## src/rtl/uart_transmitter.sv

```systemverilog
// UART serial transmit engine: pops bytes from a FWFT TX FIFO and sends start, data (LSB first), optional parity and stop bits.
// Latency: frame starts one clock after a byte is seen in IDLE; the pop strobe (registered) and the start bit begin on that same clock.
// Backpressure: pops only from IDLE with a non-empty FIFO and a non-zero divisor; line format and divisor are frozen for the whole frame.
module uart_transmitter #(
  parameter int OVERSAMPLE = 16
) (
  input  logic        clk_i,
  input  logic        rst_n_i,
  input  logic [7:0]  tx_fifo_rd_data_i,
  input  logic        tx_fifo_rd_empty_i,
  output logic        tx_fifo_rd_en_o,
  input  logic [1:0]  word_len_i,
  input  logic        stp_bits_i,
  input  logic        parity_en_i,
  input  logic        even_parity_sel_i,
  input  logic [15:0] baud_div_i,
  output logic        tx_o,
  output logic        tsr_empty_o
);

  localparam logic [2:0] S_IDLE   = 3'd0;
  localparam logic [2:0] S_START  = 3'd1;
  localparam logic [2:0] S_DATA   = 3'd2;
  localparam logic [2:0] S_PARITY = 3'd3;
  localparam logic [2:0] S_STOP   = 3'd4;

  logic [2:0]  r_state;
  logic [7:0]  r_shift;
  logic [2:0]  r_nbits_last;
  logic [2:0]  r_bit_cnt;
  logic        r_par_en;
  logic        r_par_bit;
  logic [15:0] r_div;
  logic [15:0] r_div_cnt;
  logic [3:0]  r_tick_cnt;
  logic [5:0]  r_stop_cnt;
  logic [5:0]  r_stop_last;
  logic        r_tx;
  logic        r_tsr_empty;
  logic        r_rd_en;

  logic        w_start;
  logic        w_tick;
  logic        w_bit_end;
  logic        w_stop_end;
  logic [7:0]  w_mask;
  logic        w_par_bit;
  logic [5:0]  w_stop_last;

  // Frame start decision and bit-timing strobes.
  assign w_start    = (r_state == S_IDLE) && !tx_fifo_rd_empty_i && (baud_div_i != 16'd0);
  assign w_tick     = (r_div_cnt == 16'd0);
  assign w_bit_end  = w_tick && (r_tick_cnt == 4'(OVERSAMPLE - 1));
  assign w_stop_end = w_tick && (r_stop_cnt == r_stop_last);

  // Word mask, parity over the transmitted bits only, and stop length in ticks for the incoming frame.
  always_comb begin
    w_mask = 8'hFF;
    case (word_len_i)
      2'b00:   w_mask = 8'h1F;
      2'b01:   w_mask = 8'h3F;
      2'b10:   w_mask = 8'h7F;
      default: w_mask = 8'hFF;
    endcase
    w_par_bit = even_parity_sel_i ? (^(tx_fifo_rd_data_i & w_mask))
                                  : ~(^(tx_fifo_rd_data_i & w_mask));
    if (!stp_bits_i) begin
      w_stop_last = 6'(OVERSAMPLE - 1);
    end else if (word_len_i == 2'b00) begin
      w_stop_last = 6'((OVERSAMPLE * 3) / 2 - 1);
    end else begin
      w_stop_last = 6'(2 * OVERSAMPLE - 1);
    end
  end

  // Baud divider and oversample tick counter; both restart at every frame start.
  always_ff @(posedge clk_i or negedge rst_n_i) begin
    if (!rst_n_i) begin
      r_div_cnt  <= 16'd0;
      r_tick_cnt <= 4'd0;
    end else if (w_start) begin
      r_div_cnt  <= baud_div_i - 16'd1;
      r_tick_cnt <= 4'd0;
    end else if (r_state != S_IDLE) begin
      if (w_tick) begin
        r_div_cnt  <= r_div - 16'd1;
        r_tick_cnt <= w_bit_end ? 4'd0 : r_tick_cnt + 4'd1;
      end else begin
        r_div_cnt  <= r_div_cnt - 16'd1;
      end
    end
  end

  // Frame sequencer: latches the frame configuration and drives the registered line, status and pop strobe.
  always_ff @(posedge clk_i or negedge rst_n_i) begin
    if (!rst_n_i) begin
      r_state      <= S_IDLE;
      r_shift      <= 8'd0;
      r_nbits_last <= 3'd0;
      r_bit_cnt    <= 3'd0;
      r_par_en     <= 1'b0;
      r_par_bit    <= 1'b0;
      r_div        <= 16'd0;
      r_stop_cnt   <= 6'd0;
      r_stop_last  <= 6'd0;
      r_tx         <= 1'b1;
      r_tsr_empty  <= 1'b1;
      r_rd_en      <= 1'b0;
    end else begin
      r_rd_en <= 1'b0;
      case (r_state)
        S_IDLE: begin
          r_tx        <= 1'b1;
          r_tsr_empty <= 1'b1;
          if (w_start) begin
            r_rd_en      <= 1'b1;
            r_shift      <= tx_fifo_rd_data_i;
            r_nbits_last <= 3'd4 + 3'(word_len_i);
            r_par_en     <= parity_en_i;
            r_par_bit    <= w_par_bit;
            r_div        <= baud_div_i;
            r_stop_last  <= w_stop_last;
            r_bit_cnt    <= 3'd0;
            r_stop_cnt   <= 6'd0;
            r_tx         <= 1'b0;
            r_tsr_empty  <= 1'b0;
            r_state      <= S_START;
          end
        end
        S_START: begin
          if (w_bit_end) begin
            r_tx      <= r_shift[0];
            r_shift   <= {1'b0, r_shift[7:1]};
            r_bit_cnt <= 3'd0;
            r_state   <= S_DATA;
          end
        end
        S_DATA: begin
          if (w_bit_end) begin
            if (r_bit_cnt == r_nbits_last) begin
              if (r_par_en) begin
                r_tx    <= r_par_bit;
                r_state <= S_PARITY;
              end else begin
                r_tx       <= 1'b1;
                r_stop_cnt <= 6'd0;
                r_state    <= S_STOP;
              end
            end else begin
              r_bit_cnt <= r_bit_cnt + 3'd1;
              r_tx      <= r_shift[0];
              r_shift   <= {1'b0, r_shift[7:1]};
            end
          end
        end
        S_PARITY: begin
          if (w_bit_end) begin
            r_tx       <= 1'b1;
            r_stop_cnt <= 6'd0;
            r_state    <= S_STOP;
          end
        end
        S_STOP: begin
          r_tx <= 1'b1;
          if (w_stop_end) begin
            r_tsr_empty <= 1'b1;
            r_state     <= S_IDLE;
          end else if (w_tick) begin
            r_stop_cnt <= r_stop_cnt + 6'd1;
          end
        end
        default: begin
          r_tx        <= 1'b1;
          r_tsr_empty <= 1'b1;
          r_state     <= S_IDLE;
        end
      endcase
    end
  end

  assign tx_o            = r_tx;
  assign tsr_empty_o     = r_tsr_empty;
  assign tx_fifo_rd_en_o = r_rd_en;

endmodule

```

## config.mk

```make
export PLATFORM = sky130hd
export DESIGN_NAME = uart_transmitter
export DESIGN_NICKNAME = d
export VERILOG_FILES = /design/src/rtl/uart_transmitter.sv
export SDC_FILE = /design/constraint.sdc
export NUM_CORES = 1
export LEC_CHECK = 0
export CAP_MARGIN = 20
export CORE_ASPECT_RATIO = 0.5
export CORE_UTILIZATION = 58
export CTS_CLUSTER_DIAMETER = 30
export DETAILED_ROUTE_END_ITERATION = 6
export DONT_BUFFER_PORTS = 1
export GPL_ROUTABILITY_DRIVEN = 1
export GPL_TIMING_DRIVEN = 0
export MAX_ROUTING_LAYER = met4
export PLACE_DENSITY = 0.76
export SLEW_MARGIN = 15
export SYNTH_ARGS = -nofsm -noshare
export SYNTH_HDL_FRONTEND = slang
export SYNTH_SLANG_ARGS = --single-unit
```

## constraint.sdc

```tcl
create_clock -name clk_i -period 3.5 [get_ports clk_i]
set_input_delay 1.05 -clock clk_i [delete_from_list [all_inputs] [get_ports clk_i]]
set_output_delay 1.05 -clock clk_i [all_outputs]
set_load 0.03 [all_outputs]
```

==> impl_results.md <==
- Vias in the first global route: 3263
- Crit-path max FO: 6
- PortBufs: 0
- Placeable core region: 6230 sq um
- Share of total power consumed by net switching: 41.7%
- TritonCTS clock tree: yes
- Switch Pwr: 1.58 mW
- Gate count of the mapped netlist: 447
- Cell taking the most area after synthesis: dfrtp_1
- Critical path arrival: 3860 ps
- Fraction of the mapped netlist area in compound gates: 19.4%
- Type of the most critical hold path: in2async
- Count of cell types in the netlist: 55
- Ports: 35
- Wirelength, routed: 10600 microns
- DRC violations left: 0
- Final RePlAce weighted congestion: 0.982
- Setup CP Type: in2reg
- Number of antenna violations at the first check in global routing: 0
- Post-synthesis adder-cell area fraction: 1.30%
- Die Span X: 117 microns
- Maximum level of the CTS H-tree: 3
- Count of synthesis-stage warnings from yosys: 0
- XOR/XNOR Fraction of Synth Area: 5.22%
- Worst slew slack as a fraction of its limit: 30.4%
- Clock insertion delay at the later pin of the skew report: 340 ps
- First-pass detailed-route iteration total: 6
- Area of the mapped netlist: 3860 sq um
- Final design instance area without fill: 4450 sq um
- Startpoint of the worst setup timing path: baud_div_i[6]
- Number of vias per cell: 6.35
- Avg WL per Cell: 18.9 microns
- Final worst path period share: 104%
- Average cell area after synthesis: 8.64 sq um
- Maximum capacitance violations: 0
- Dominant combinational cell family by area after synthesis: simple AND/OR/NAND/NOR gates
- Wire length of the first global-routing pass: 16600 microns
- Vertical extent of the die: 59.7 microns
- Std cell rows: 20
- Transition at the pin with the smallest max-transition slack: 1040 ps
- Sequential cell fraction of total power: 35.6%
- Leakage power: 1.87 nW
- Part of the Yosys area used for sequential elements: 42.9%
- TritonCTS sink count: 66
- Max Slew Vio Count: 0
- Post-cts hold buffer count: 0
- Cell area after placement: 4020 sq um
- Detailed Place HPWL: 7360 microns
- Most used standard cell by instance count after synthesis: nand2_1
- Final Hold Viols: 0
- Commonest cells in the netlist: nand2_1 (90), dfrtp_1 (64), o21ai_0 (42)
- Area growth, synth to finish: 15.4%
- Net count after synthesis: 483
- Number of flip-flops and latches in the synthesized netlist: 66
- Post-layout min period: 3650 ps
- Number of buffers on the longest clock path: 2
- Cell internal power dissipation: 2.21 mW
- Combinational power share: 42.4%
- Total power divided by cell area: 852 nW/um^2
- Clock slew at the register clock pins of the worst setup and hold paths: 60 ps
- Ys flop type: dfrtp_1
- Relative contribution of the clock network to total power: 22.0%
- Area share of the largest cell type after synthesis: 41.5%
- Share of final-layout standard cells stronger than drive strength 1: 13.9%
- Clock root buffer master: clkbuf_16
- Launching element type of the critical path: input pin
- # diodes: 0
- Worst-case setup margin in the final layout: -149 ps
- Setup crit end kind: flop
- Proportion of synthesized area in mux cells: 2.63%
- Cell types occupying the most area after synthesis: dfrtp_1 (41%), nand2_1 (8.8%), o21ai_0 (5.4%)
- Maximum number of pins on one net before global-route repair: 67
- Count of flip-flops with a built-in enable after synthesis: 0
- Largest voltage drop on the vdd net: 0.439 mV
- Die area: 7010 sq um
- Status: complete, but fails checks
- RSZ-0062 raised after global routing: yes
- GRT Total Usage: 33.1%
- Post-Synth Simple-Gate Area: 25.5%
- Sum of overflow across all layers after global routing: 0
- Net count of the finished layout: 505
- Routed Antenna Nets: 0
- Clk_skew: 7.47 ps
- Vias: 3569
- Final setup viols: 8
- Effective utilization at floorplan: 61.9%
- Async set-or-reset flop fraction in the synthesized netlist: 100%
- Failing checks: setup timing
- Violation count after the first detailed-routing iteration: 331
- Launch instance of the worst register-to-register path: r_state[1]$_DFFE_PN0P_
- Highest clock rate: 274 MHz
- Clock buffers created by TritonCTS: 9
- Sum Neg Setup Slack: -629 ps
- Req. time, crit path: 3710 ps
-- cell families after synthesis --
group,after synthesis
compound gates,116
mux,10
xor+xnor,23
simple gates,202
flops,66
buf+inv,26
fa+ha+maj,4
-- registers in the layout, indices dropped and copies added (netlist names) --
name and flops:
r_bit_cnt 3, r_div 16, r_div_cnt 16, r_nbits_last 2, r_par_bit 1, r_par_en 1, r_shift 8, r_state 3
r_stop_cnt 6, r_stop_last 3, r_tick_cnt 4, tsr_empty_o 1, tx_fifo_rd_en_o 1, tx_o 1
-- per-layer routing --
metal | vias up | GRT usage, % | wire length, microns
li1 | 1649 | - | -
met1 | 1726 | 41.1 | 4690
met5 | - | - | 0
met4 | 0 | 13.0 | 161
met2 | 177 | 52.7 | 4830
met3 | 17 | 8.78 | 917
-- power by group through the flow --
stage | Clock, mW | Combinational, mW | Sequential (mW)
2_1_floorplan | 0 | 1.14 | 1.27
3_3_place_gp | 0 | 1.38 | 1.33
3_5_place_dp | 0 | 1.43 | 1.34
4_1_cts | 0.841 | 1.51 | 1.33
5_1_grt | 0.878 | 1.77 | 1.38
6_report | 0.833 | 1.61 | 1.35
-- path summary, 6_finish.rpt --
| kind | depth (start not counted) | slack [ps] | end |
|---|---|---|---|
| min in group clk_i | 2 | 480 | r_div[11]$_DFFE_PN0P_ |
| worst max register to register | 12 | -50 | r_div_cnt[10]$_DFFE_PN0N_ |
| worst min register to register | 2 | 480 | r_div[11]$_DFFE_PN0P_ |
| max in group asynchronous | 0 | 2900 | tsr_empty_o$_DFFE_PN1P_ |
| worst max-delay path | 12 | -150 | r_div_cnt[10]$_DFFE_PN0N_ |
| worst min-delay path | 0 | 400 | r_stop_cnt[4]$_DFFE_PN0P_ |
-- cell type report --
type | count | area [sq um]
Buffer | 16 | 91.3
Clock buffer | 12 | 246
Clock inverter | 4 | 27.5
Fill cell | 469 | 1780
Inverter | 8 | 30.0
Multi-Input combinational cell | 355 | 2190
Sequential cell | 66 | 1650
Tap cell | 88 | 110
Timing Repair Buffer | 13 | 101
-- layout by cell type (no fill, tap or decap), types with 12 or more instances in the layout --
cell	synthesis	final
dfrtp_1	64	64
nor2_1	34	32
nand2_1	90	87
buf_4	0	13
a21oi_1	24	24
nand3_1	14	14
nor3_1	13	13
o21ai_0	42	39
clkbuf_1	13	12
xnor2_1	14	13
-- worst max-delay path: stages --
cell and delay (ps):
or4_4 520, or4_4 590, nand2_4 110, buf_12 120, nand2_4 50, o21ai_4 90
ha_4 150, nor3b_4 230, a32oi_4 110, or4_4 590, xnor2_2 160, o21ai_1 70
-- repair_timing --
item	in CTS	in global routing
buffers inserted	9	4
pin swaps	8	5
setup endpoints to repair	11	14
resized for setup	11	14
-- through the flow --
step	util, %	hold slack [ps]	std cells	total power [mW]	setup slack (ps)
after floorplan	-	438	447	2.40	-724
after global placement	64.5	460	535	2.71	-1020
after detailed placement	64.5	466	535	2.78	-1050
after CTS	70.1	399	558	3.69	-133
after global routing	71.5	388	562	4.03	-210
final	71.5	403	562	3.79	-149
Power figures use the tool's default switching activity.
